## src/rtl/rom_dl_bridge_if.sv

```systemverilog
// SDRAM write-port bundle for the ROM download bridge.
// Two toggle req/ack ports: port1 (CPU/sound ROM), port2 (sprites).
interface rom_dl_bridge_if;
    logic        port1_req;
    logic        port1_ack;
    logic [22:0] port1_a;
    logic [1:0]  port1_ds;
    logic [15:0] port1_d;
    logic        port2_req;
    logic        port2_ack;
    logic [22:0] port2_a;
    logic [1:0]  port2_ds;
    logic [15:0] port2_d;

    modport master (
        output port1_req, port1_a, port1_ds, port1_d,
        output port2_req, port2_a, port2_ds, port2_d,
        input  port1_ack, port2_ack
    );

    modport slave (
        input  port1_req, port1_a, port1_ds, port1_d,
        input  port2_req, port2_a, port2_ds, port2_d,
        output port1_ack, port2_ack
    );
endinterface

```

## src/rtl/rom_dl_bridge.sv

```systemverilog
// ROM download bridge: buffers hps_io ioctl bytes in a FIFO and writes
// them to SDRAM port1 (all ROM) and port2 (sprite range, remapped).
// Ports: clk_mem/reset_n, ioctl_* download inputs, ioctl_wait,
// sdram (port1/port2 toggle handshakes), dip_sw0/1, busy, dl_done, overflow.
module rom_dl_bridge #(
    parameter int          FIFO_DEPTH = 4,
    parameter logic [24:0] SP_BASE    = 25'h10000,
    parameter logic [24:0] SP_END     = 25'h1BFFF
) (
    input  logic        clk_mem,
    input  logic        reset_n,
    input  logic        ioctl_download,
    input  logic        ioctl_wr,
    input  logic [24:0] ioctl_addr,
    input  logic [7:0]  ioctl_dout,
    input  logic [7:0]  ioctl_index,
    output logic        ioctl_wait,
    rom_dl_bridge_if.master sdram,
    output logic [7:0]  dip_sw0,
    output logic [7:0]  dip_sw1,
    output logic        busy,
    output logic        dl_done,
    output logic        overflow
);

    localparam int AW = $clog2(FIFO_DEPTH);
    localparam int CW = AW + 1;

    typedef enum logic [1:0] {SYNC, IDLE, WAIT} state_t;

    state_t         state_q, state_d;
    logic [32:0]    mem [FIFO_DEPTH];
    logic [AW-1:0]  wr_ptr, rd_ptr;
    logic [CW-1:0]  count;
    logic           wr_q;
    logic           p2_issued;

    logic           wr_rise, push_req, push, pop;
    logic           full, empty, dip_hit, acks_ok, busy_c;
    logic [24:0]    head_a;
    logic [7:0]     head_d;
    logic [23:0]    sp_off;
    logic           in_sp;

    assign wr_rise  = ioctl_wr & ~wr_q;
    assign push_req = wr_rise & ioctl_download & (ioctl_index == 8'd0);
    assign dip_hit  = wr_rise & (ioctl_index == 8'd254)
                    & (ioctl_addr[24:3] == 22'd0);

    assign full  = (count == CW'(FIFO_DEPTH));
    assign empty = (count == '0);

    // A same-cycle pop frees the slot, so a push into a full FIFO is fine.
    assign push = push_req & (~full | pop);

    assign ioctl_wait = (count >= CW'(FIFO_DEPTH - 1));

    assign head_a = mem[rd_ptr][32:8];
    assign head_d = mem[rd_ptr][7:0];
    // Only the low 24 bits of the offset feed the port2 address.
    assign sp_off = head_a[23:0] - SP_BASE[23:0];
    assign in_sp  = (head_a >= SP_BASE) && (head_a <= SP_END);

    assign acks_ok = (sdram.port1_ack == sdram.port1_req)
                   && (!p2_issued || (sdram.port2_ack == sdram.port2_req));

    assign busy_c = ioctl_download | ~empty | (state_q == WAIT);

    always_comb begin
        state_d = state_q;
        pop     = 1'b0;
        case (state_q)
            SYNC: state_d = IDLE;
            IDLE: begin
                if (!empty) begin
                    pop     = 1'b1;
                    state_d = WAIT;
                end
            end
            WAIT: begin
                if (acks_ok) state_d = IDLE;
            end
            default: state_d = SYNC;
        endcase
    end

    always_ff @(posedge clk_mem or negedge reset_n) begin
        if (!reset_n) state_q <= SYNC;
        else          state_q <= state_d;
    end

    always_ff @(posedge clk_mem) begin
        if (push) mem[wr_ptr] <= {ioctl_addr, ioctl_dout};
    end

    always_ff @(posedge clk_mem or negedge reset_n) begin
        if (!reset_n) begin
            wr_ptr <= '0;
            rd_ptr <= '0;
            count  <= '0;
        end else begin
            if (push) wr_ptr <= wr_ptr + 1'b1;
            if (pop)  rd_ptr <= rd_ptr + 1'b1;
            case ({push, pop})
                2'b10:   count <= count + 1'b1;
                2'b01:   count <= count - 1'b1;
                default: count <= count;
            endcase
        end
    end

    always_ff @(posedge clk_mem or negedge reset_n) begin
        if (!reset_n) begin
            sdram.port1_req <= 1'b0;
            sdram.port1_a   <= '0;
            sdram.port1_ds  <= '0;
            sdram.port1_d   <= '0;
            sdram.port2_req <= 1'b0;
            sdram.port2_a   <= '0;
            sdram.port2_ds  <= '0;
            sdram.port2_d   <= '0;
            p2_issued       <= 1'b0;
        end else begin
            // Re-align req with whatever ack the SDRAM left behind.
            if (state_q == SYNC) begin
                sdram.port1_req <= sdram.port1_ack;
                sdram.port2_req <= sdram.port2_ack;
            end
            if (pop) begin
                sdram.port1_a   <= head_a[23:1];
                sdram.port1_ds  <= {head_a[0], ~head_a[0]};
                sdram.port1_d   <= {head_d, head_d};
                sdram.port1_req <= ~sdram.port1_req;
                p2_issued       <= in_sp;
                if (in_sp) begin
                    sdram.port2_a   <= {sp_off[23:16], sp_off[13:0],
                                        sp_off[15]};
                    sdram.port2_ds  <= {sp_off[14], ~sp_off[14]};
                    sdram.port2_d   <= {head_d, head_d};
                    sdram.port2_req <= ~sdram.port2_req;
                end
            end
        end
    end

    always_ff @(posedge clk_mem or negedge reset_n) begin
        if (!reset_n) begin
            wr_q     <= 1'b0;
            busy     <= 1'b0;
            dl_done  <= 1'b0;
            overflow <= 1'b0;
            dip_sw0  <= '0;
            dip_sw1  <= '0;
        end else begin
            wr_q    <= ioctl_wr;
            busy    <= busy_c;
            dl_done <= busy & ~busy_c;
            if (push_req && full && !pop) overflow <= 1'b1;
            if (dip_hit && ioctl_addr[2:0] == 3'd0) dip_sw0 <= ioctl_dout;
            if (dip_hit && ioctl_addr[2:0] == 3'd1) dip_sw1 <= ioctl_dout;
        end
    end

endmodule

```

## src/flat_wrapper.sv

```systemverilog
// flat-port wrapper written by rule: the top's interface ports become plain ports
module rom_dl_bridge_flat 
#(
    parameter int          FIFO_DEPTH = 4,
    parameter logic [24:0] SP_BASE    = 25'h10000,
    parameter logic [24:0] SP_END     = 25'h1BFFF
)
  (clk_mem, reset_n, ioctl_download, ioctl_wr, ioctl_addr, ioctl_dout, ioctl_index, ioctl_wait, dip_sw0, dip_sw1, busy, dl_done, overflow, sdram_port1_req, sdram_port1_a, sdram_port1_ds, sdram_port1_d, sdram_port2_req, sdram_port2_a, sdram_port2_ds, sdram_port2_d, sdram_port1_ack, sdram_port2_ack);
  rom_dl_bridge_if sdram_i ();
  input  logic clk_mem;
  input  logic reset_n;
  input  logic ioctl_download;
  input  logic ioctl_wr;
  input  logic [24:0] ioctl_addr;
  input  logic [7:0] ioctl_dout;
  input  logic [7:0] ioctl_index;
  output logic ioctl_wait;
  output logic [7:0] dip_sw0;
  output logic [7:0] dip_sw1;
  output logic busy;
  output logic dl_done;
  output logic overflow;
  output wire logic [$bits(sdram_i.port1_req)-1:0] sdram_port1_req;
  output wire logic [$bits(sdram_i.port1_a)-1:0] sdram_port1_a;
  output wire logic [$bits(sdram_i.port1_ds)-1:0] sdram_port1_ds;
  output wire logic [$bits(sdram_i.port1_d)-1:0] sdram_port1_d;
  output wire logic [$bits(sdram_i.port2_req)-1:0] sdram_port2_req;
  output wire logic [$bits(sdram_i.port2_a)-1:0] sdram_port2_a;
  output wire logic [$bits(sdram_i.port2_ds)-1:0] sdram_port2_ds;
  output wire logic [$bits(sdram_i.port2_d)-1:0] sdram_port2_d;
  input wire logic [$bits(sdram_i.port1_ack)-1:0] sdram_port1_ack;
  input wire logic [$bits(sdram_i.port2_ack)-1:0] sdram_port2_ack;
  assign sdram_port1_req = sdram_i.port1_req;
  assign sdram_port1_a = sdram_i.port1_a;
  assign sdram_port1_ds = sdram_i.port1_ds;
  assign sdram_port1_d = sdram_i.port1_d;
  assign sdram_port2_req = sdram_i.port2_req;
  assign sdram_port2_a = sdram_i.port2_a;
  assign sdram_port2_ds = sdram_i.port2_ds;
  assign sdram_port2_d = sdram_i.port2_d;
  assign sdram_i.port1_ack = sdram_port1_ack;
  assign sdram_i.port2_ack = sdram_port2_ack;
  rom_dl_bridge #(.FIFO_DEPTH(FIFO_DEPTH), .SP_BASE(SP_BASE), .SP_END(SP_END)) u_core (.clk_mem(clk_mem), .reset_n(reset_n), .ioctl_download(ioctl_download), .ioctl_wr(ioctl_wr), .ioctl_addr(ioctl_addr), .ioctl_dout(ioctl_dout), .ioctl_index(ioctl_index), .ioctl_wait(ioctl_wait), .sdram(sdram_i), .dip_sw0(dip_sw0), .dip_sw1(dip_sw1), .busy(busy), .dl_done(dl_done), .overflow(overflow));
endmodule
```

## config.mk

```make
export PLATFORM = sky130hd
export DESIGN_NAME = rom_dl_bridge_flat
export DESIGN_NICKNAME = d
export VERILOG_FILES = /design/src/rtl/rom_dl_bridge_if.sv /design/src/rtl/rom_dl_bridge.sv /design/src/flat_wrapper.sv
export SDC_FILE = /design/constraint.sdc
export NUM_CORES = 1
export LEC_CHECK = 0
export CORE_ASPECT_RATIO = 0.6
export CORE_UTILIZATION = 57
export DETAILED_ROUTE_END_ITERATION = 16
export DONT_BUFFER_PORTS = 1
export GPL_TIMING_DRIVEN = 0
export HOLD_SLACK_MARGIN = 0.12
export PLACE_DENSITY_LB_ADDON = 0.15
export REMOVE_ABC_BUFFERS = 1
export SLEW_MARGIN = 15
export SYNTH_ARGS = -nofsm -noshare
export SYNTH_HDL_FRONTEND = slang
export SYNTH_SLANG_ARGS = --single-unit
```

## constraint.sdc

```tcl
create_clock -name clk_mem -period 2.4 [get_ports clk_mem]
set_input_delay 0.48 -clock clk_mem [delete_from_list [all_inputs] [get_ports clk_mem]]
set_output_delay 0.48 -clock clk_mem [all_outputs]
set_load 0.02 [all_outputs]
```

==> results.toml, run 1 <==
[outcome]
status = "finished, violations left"
failed_checks = "DRC, hold timing, setup timing"

[clocking]
clk_root_buffer_cell = "clkbuf_16"
cts.clk_slew.worst_paths_ns = 0.06
cts_max_level = 1
cts_buffers = 21
cts_tree = "yes"
max-clock-path-buffers = 3
cts_hold_buffers = 36
clock-sinks = 230
clkLatencyLatePin_ns = 0.50

[floorplanning]
die_h_um = 100
placementRows = 35
coreArea_um2 = 15500
start_util_pct = 59.0
dieArea_um2 = 16600
die_w_um = 166
top_level_ports = 151

[power]
p_per_area_nw_per_um2 = 1150
intPower_w = 0.00812
ir_drop_mv = 0.512
p_leak_nw = 4.42
switching_power_w = 0.00445
sw_frac_of_total_pct = 35.4
pwr-share-comb_pct = 28.8
clkPwrFrac_pct = 25.3
power_frac_seq_pct = 45.9

[global_routing]
antenna_found_initial = 0
grt_usage_pct = 25.1
grt_pass1_vias = 5216
grt_max_degree = 99
grt_pass1_wl_um = 30600
gr-total-overflow = 0

[final_layout]
nFillCells = 984
final_cell_mix = "132 x edfxtp_1, 101 x nand2_1, 95 x dfrtp_1, 36 x dlygate4sd3_1, 33 x mux4_2"
final_area_um2 = 10900
nets = 680
final_common_cell = "edfxtp_1"
drive_gt1_share_pct = 29.2
multi_input_area_um2 = 2700
syn2layout_area_growth_pct = 18.8
diodes = 0
regArea_um2 = 6420

[timing]
timing.fmax_mhz = 357
setup_viol = 35
period_minus_slack_ns = 2.80
rsz0062_at_grt = "true"
hold_ws_ns = -0.330
slew_violations = 0
finClkSkew_ns = 0.0175
worstMarginPinSlew_ns = 0.783
finalHoldViolations = 98
setup_ws_ns = -0.397
fin_crit_sh_pct = 117
maxSlewHeadroom_pct = 47.4

[min_path]
hold_class = "input pin to asynchronous set/reset pin"

[critical_path]
cp.arrival_ns = 3.18
crit_type = "register to register"
cp-end-kind = "register"
cp_max_fo = 8
required_ns = 2.79
startpoint_type = "register"

[synthesis]
syn-mean-instance-area_um2 = 16.6
yosys_warnings = 0
synth-edff-count = 132
async_flop_share_pct = 42.6
netlist_instances = 553
synth_area_leader_cell = "edfxtp_1"
synth_ff_type = "edfxtp_1"
synth-seq-area-share_pct = 69.9
synth-seq-cells = 230
synth_area_leaders = "edfxtp_1 43%, dfrtp_1 27%, mux4_2 8.1%"
synth.cell_area_um2 = 9170
yosys.cell_types.count = 45
synth_top_area_share_pct = 43.2

[route]
wire_per_inst_um = 24.0
vias = 4932
wl_um = 20300
routed_via_density = 5.85
route.detailed.drc = 12
antenna_left = 0
drt_first_iter_violations = 397
dr.pass1.iters = 10

[job]
drv_cap = 0

[placement]
dp_slack_ns = -2.16
dp_hpwl_um = 11600
place_area_um2 = 9320
gp_congestion = 0.777
place.port_buffers = 0
==> state kept, by name (all words and copies together), names as in the netlist, 2 cells and up <==
register               flops
u_core.state_q             2
u_core.sdram.port2_ds      2
u_core.wr_ptr              2
u_core.sdram.port2_d       8
u_core.mem               132
u_core.sdram.port1_d       8
u_core.sdram.port1_ds      2
u_core.dip_sw1             8
u_core.sdram.port1_a      23
u_core.rd_ptr              2
u_core.dip_sw0             8
u_core.count               3
u_core.sdram.port2_a      23
==> critical path: stages, from the launching register on <==
cell and delay [ns]:
dfrtp_4 0.55, buf_4 0.17, buf_4 0.13, mux4_2 0.49
nor4_4 0.30, nand3_2 0.15, o31ai_4 0.23, buf_12 0.22
nand2_8 0.11, mux2_4 0.32
==> power by group through the flow <==
stage | Combinational [W] | Sequential, W | Clock, W
floorplan | 0.00182 | 0.00584 | 0
global placement | 0.00228 | 0.00607 | 0
detailed placement | 0.00245 | 0.00604 | 0
CTS | 0.00338 | 0.00577 | 0.00322
global route | 0.00392 | 0.00584 | 0.00336
finish | 0.00361 | 0.00577 | 0.00318
==> kinds of logic after synthesis <==
kind of cell	share of synthesized area, %
xor gates and xnor gates	0.955
buffers and inverters	3.18
and+or+nand+nor	7.84
adders and majority gates	1.17
DFF	69.9
AOI/OAI and AO/OA	1.43
muxes	15.5
==> synthesized netlist by cell type, drive strengths merged, types with 2 or more instances <==
cell type and n:
nand4 6, nand3 5, and4 2, xor2 3, inv 13, buf 27
o21ai 9, mux4 33, ha 7, edfxtp 132, dfrtp 98, nor3 5
mux2 49, and2 5, xnor2 7, clkbuf 9, mux2i 2, a21oi 4
nor4b 2, nor2 5, nor4 12, or2 2, nand2 102
==> through the flow <==
step	std cells	setup TNS [ns]	utilization [%]	power, W	hold WS (ns)
3_5_place_dp	725	-99.79	60.0	0.00848	0.186
5_1_grt	843	-15.76	70.1	0.0131	-0.346
4_1_cts	830	-12.94	69.3	0.0124	-0.345
3_3_place_gp	720	-247.66	59.1	0.00836	0.186
2_1_floorplan	517	-53.21	-	0.00767	0.184
6_report	843	-13.18	70.1	0.0126	-0.330
==> timing repair <==
action | 4_1_cts | 5_1_grt
pin swaps | 13 | 5
buffers inserted | 25 | 12
gates cloned | 6 | 1
endpoints found under the hold margin | 236 | 98
gates resized for setup | 28 | 9
endpoints found under the setup margin | 77 | 87
==> layout make-up <==
class	count	area share [%]
clock buffer	33	5.42
clock inverter	5	0.482
inverter	14	0.597
multi-input combinational	279	24.7
sequential	230	58.9
tap	203	2.33
timing repair buffer	78	7.40
timing repair inverter	1	0.0803
==> per-layer routing <==
| layer | part of all wire (%) | vias up | routed length [µm] | GRT usage (%) |
|---|---|---|---|---|
| met1 | 45 | 2552 | 9180 | 36.5 |
| met5 | 0 | - | 0 | 0 |
| li1 | - | 2174 | - | - |
| met3 | 8.7 | 24 | 1770 | 6.82 |
| met2 | 44 | 182 | 9020 | 38.6 |
| met4 | 1.5 | 0 | 299 | 5.32 |
==> path summary, 6_finish.rpt <==
check	from	slack, ns	cells past startpoint	endpoint
hold reg to reg	u_core.p2_issued$_DFFE_PN0P_	0.56	2	u_core.p2_issued$_DFFE_PN0P_
hold / removal	reset_n	-0.33	0	u_core.sdram.port1_d[11]$_DFFE_PN0P_
setup reg to reg	u_core.rd_ptr[0]$_DFFE_PN0P_	-0.40	9	u_core.sdram.port2_d[13]$_DFFE_PN0P_
min in group clk_mem	ioctl_dout[7]	0.14	1	u_core.dip_sw1[7]$_DFFE_PN0P_
max in group asynchronous	reset_n	2.60	0	u_core.state_q[1]$_DFFE_PN0P_
setup / recovery	u_core.rd_ptr[0]$_DFFE_PN0P_	-0.40	9	u_core.sdram.port2_d[13]$_DFFE_PN0P_
No activity file was read; power rests on OpenSTA's default activity.
==> inputs of run 2 (changes only) <==
- CORE_MARGIN: not set -> 2
==> results.toml, run 2 (synthesis results as in run 1) <==
[outcome]
status = "finished, violations left"
failed_checks = "hold timing, setup timing"

[critical_path]
cp-end-kind = "register"
cp.arrival_ns = 3.15
required_ns = 2.78
reg2reg_slack_ns = -0.38
startpoint_type = "register"
crit_path_cell_trace = "buf_6 > mux4_2 > nor4_4 > nand3_2 > o31ai_4 > buf_6 > nand2_8 > mux2_4"
cpPeakStageDelay_ns = 0.57
cp_num_buf_inv = 2
crit_type = "register to register"
cp_max_fo = 8
cpMostUsedCell = "buf_6"
path_delay_family = "multiplexers"
cp_slowest_cell = "mux4_2"

[clocking]
clkLatencyLatePin_ns = 0.49
clk_root_buffer_cell = "clkbuf_16"
clock-sinks = 230
cts.clk_slew.worst_paths_ns = 0.07
max-clock-path-buffers = 3
cts_max_level = 1
cts_buffers = 21
cts_tree = "yes"
cts_hold_buffers = 35

[floorplanning]
placementRows = 35
start_util_pct = 59.0
die_w_um = 168
top_level_ports = 151
dieArea_um2 = 17200
coreArea_um2 = 15500
die_h_um = 102

[final_layout]
drive_gt1_share_pct = 29.1
nFillCells = 988
largest_reg_flops = 132
final_common_cell = "edfxtp_1"
nets = 677
top_register = "u_core.mem"
diodes = 0
final_cell_mix = "132 x edfxtp_1, 101 x nand2_1, 95 x dfrtp_1, 35 x dlygate4sd3_1, 33 x mux4_2"
regArea_um2 = 6420
largestRegisters = "u_core.mem: 132 flops, u_core.sdram.port1_a: 23 flops, u_core.sdram.port2_a: 23 flops"
multi_input_area_um2 = 2700
final_area_um2 = 10900
syn2layout_area_growth_pct = 18.5

[timing]
setup_viol = 35
maxSlewHeadroom_pct = 47.4
rsz0062_at_grt = "true"
worstMarginPinSlew_ns = 0.783
period_minus_slack_ns = 2.78
fin_crit_sh_pct = 116
hold_ws_ns = -0.318
finalHoldViolations = 98
setup_ws_ns = -0.377
finClkSkew_ns = 0.0137
timing.fmax_mhz = 360
slew_violations = 0
fin_tns_setup_ns = -12.45

[power]
ir_drop_mv = 0.634
clkPwrFrac_pct = 24.7
switching_power_w = 0.00433
power_frac_seq_pct = 46.9
pwr-share-comb_pct = 28.4
p_per_area_nw_per_um2 = 1130
sw_frac_of_total_pct = 35.2
intPower_w = 0.00797
p_leak_nw = 4.41

[placement]
gp_congestion = 0.753
place.port_buffers = 0
dp_hpwl_um = 11700
place_area_um2 = 9330

[global_routing]
antenna_found_initial = 0
grt_pass1_vias = 5131
gr-total-overflow = 0
grt_max_degree = 99
grt_usage_pct = 24.2
grt_pass1_wl_um = 30300

[route]
wl_um = 20300
antenna_left = 0
wire_per_inst_um = 24.2
drt_first_iter_violations = 372
routed_via_density = 6.01
vias = 5041
dr.pass1.iters = 5
route.detailed.drc = 0

[min_path]
hold_class = "input pin to asynchronous set/reset pin"

[job]
drv_cap = 0
-- run 2: cell types whose count changed in the layout (fill, tap and decap cells not counted), moves of 2 or more --
cell | before | now
clkbuf_1 | 10 | 6
and2_4 | 0 | 3
o21ai_1 | 2 | 0
buf_6 | 1 | 8
clkinv_2 | 2 | 4
buf_4 | 31 | 24
and2_2 | 4 | 1
inv_6 | 2 | 0
clkinv_1 | 1 | 3
-- run 2: layer usage --
metal	GRT usage, %	wire length [µm]	vias to the layer above
met4	4.55	340	0
met5	0	0	-
met3	6.74	1930	28
li1	-	-	2174
met1	35.3	8810	2601
met2	37.5	9230	238
-- run 2: worst reg2reg max path: cells and delay by family, from the launching register on --
| kind | cells | cell delay, ns |
|---|---|---|
| multiplexers | 2 | 0.90 |
| AO/OA/AOI/OAI | 1 | 0.31 |
| buffers and inverters | 2 | 0.35 |
| AND/OR/NAND/NOR | 3 | 0.61 |
| flip-flops | 1 | 0.50 |
-- run 2: cell type report --
cell class,count,area share [%]
clock buffers,29,5.29
clock inverters,8,0.368
inverters,14,0.598
multi-input cells,279,24.8
flip-flops and latches,230,59.1
well taps,203,2.34
repair buffers,76,7.50
-- run 2: worst paths after layout --
kind / to / cells after the start / start
max: u_core.sdram.port2_a[3]$_DFFE_PN0P_ / 8 / u_core.rd_ptr[0]$_DFFE_PN0P_
min: u_core.sdram.port2_a[1]$_DFFE_PN0P_ / 0 / reset_n
min reg2reg: u_core.p2_issued$_DFFE_PN0P_ / 2 / u_core.p2_issued$_DFFE_PN0P_
min in group clk_mem: u_core.sdram.port1_req$_DFFE_PN0P_ / 2 / sdram_port1_ack
max in group asynchronous: u_core.dip_sw1[7]$_DFFE_PN0P_ / 0 / reset_n
max reg2reg: u_core.sdram.port2_a[3]$_DFFE_PN0P_ / 8 / u_core.rd_ptr[0]$_DFFE_PN0P_
-- run 2: metrics by stage --
step / setup slack, ns / power (W) / utilization, % / instances
4_1_cts: -0.348 / 0.0123 / 69.6 / 838
3_3_place_gp: -2.49 / 0.00838 / 59.1 / 720
2_1_floorplan: -1.53 / 0.00767 / - / 517
5_1_grt: -0.469 / 0.0129 / 69.9 / 839
3_5_place_dp: -1.52 / 0.00846 / 60.0 / 725
6_report: -0.377 / 0.0123 / 69.9 / 839
-- run 2: what timing repair did --
action,in CTS,in global routing
gates resized for setup,32,11
buffers inserted,35,2
endpoints found under the hold margin,232,98
endpoints found under the setup margin,137,36
pin swaps,13,3
gates cloned,6,0
-- run 2: power groups by stage --
stage / logic [W] / registers (W) / clock network (W)
2_1_floorplan: 0.00182 / 0.00584 / 0
3_5_place_dp: 0.00243 / 0.00603 / 0
4_1_cts: 0.00342 / 0.00577 / 0.00309
5_1_grt: 0.00380 / 0.00584 / 0.00325
6_report: 0.00349 / 0.00577 / 0.00303
3_3_place_gp: 0.00231 / 0.00607 / 0
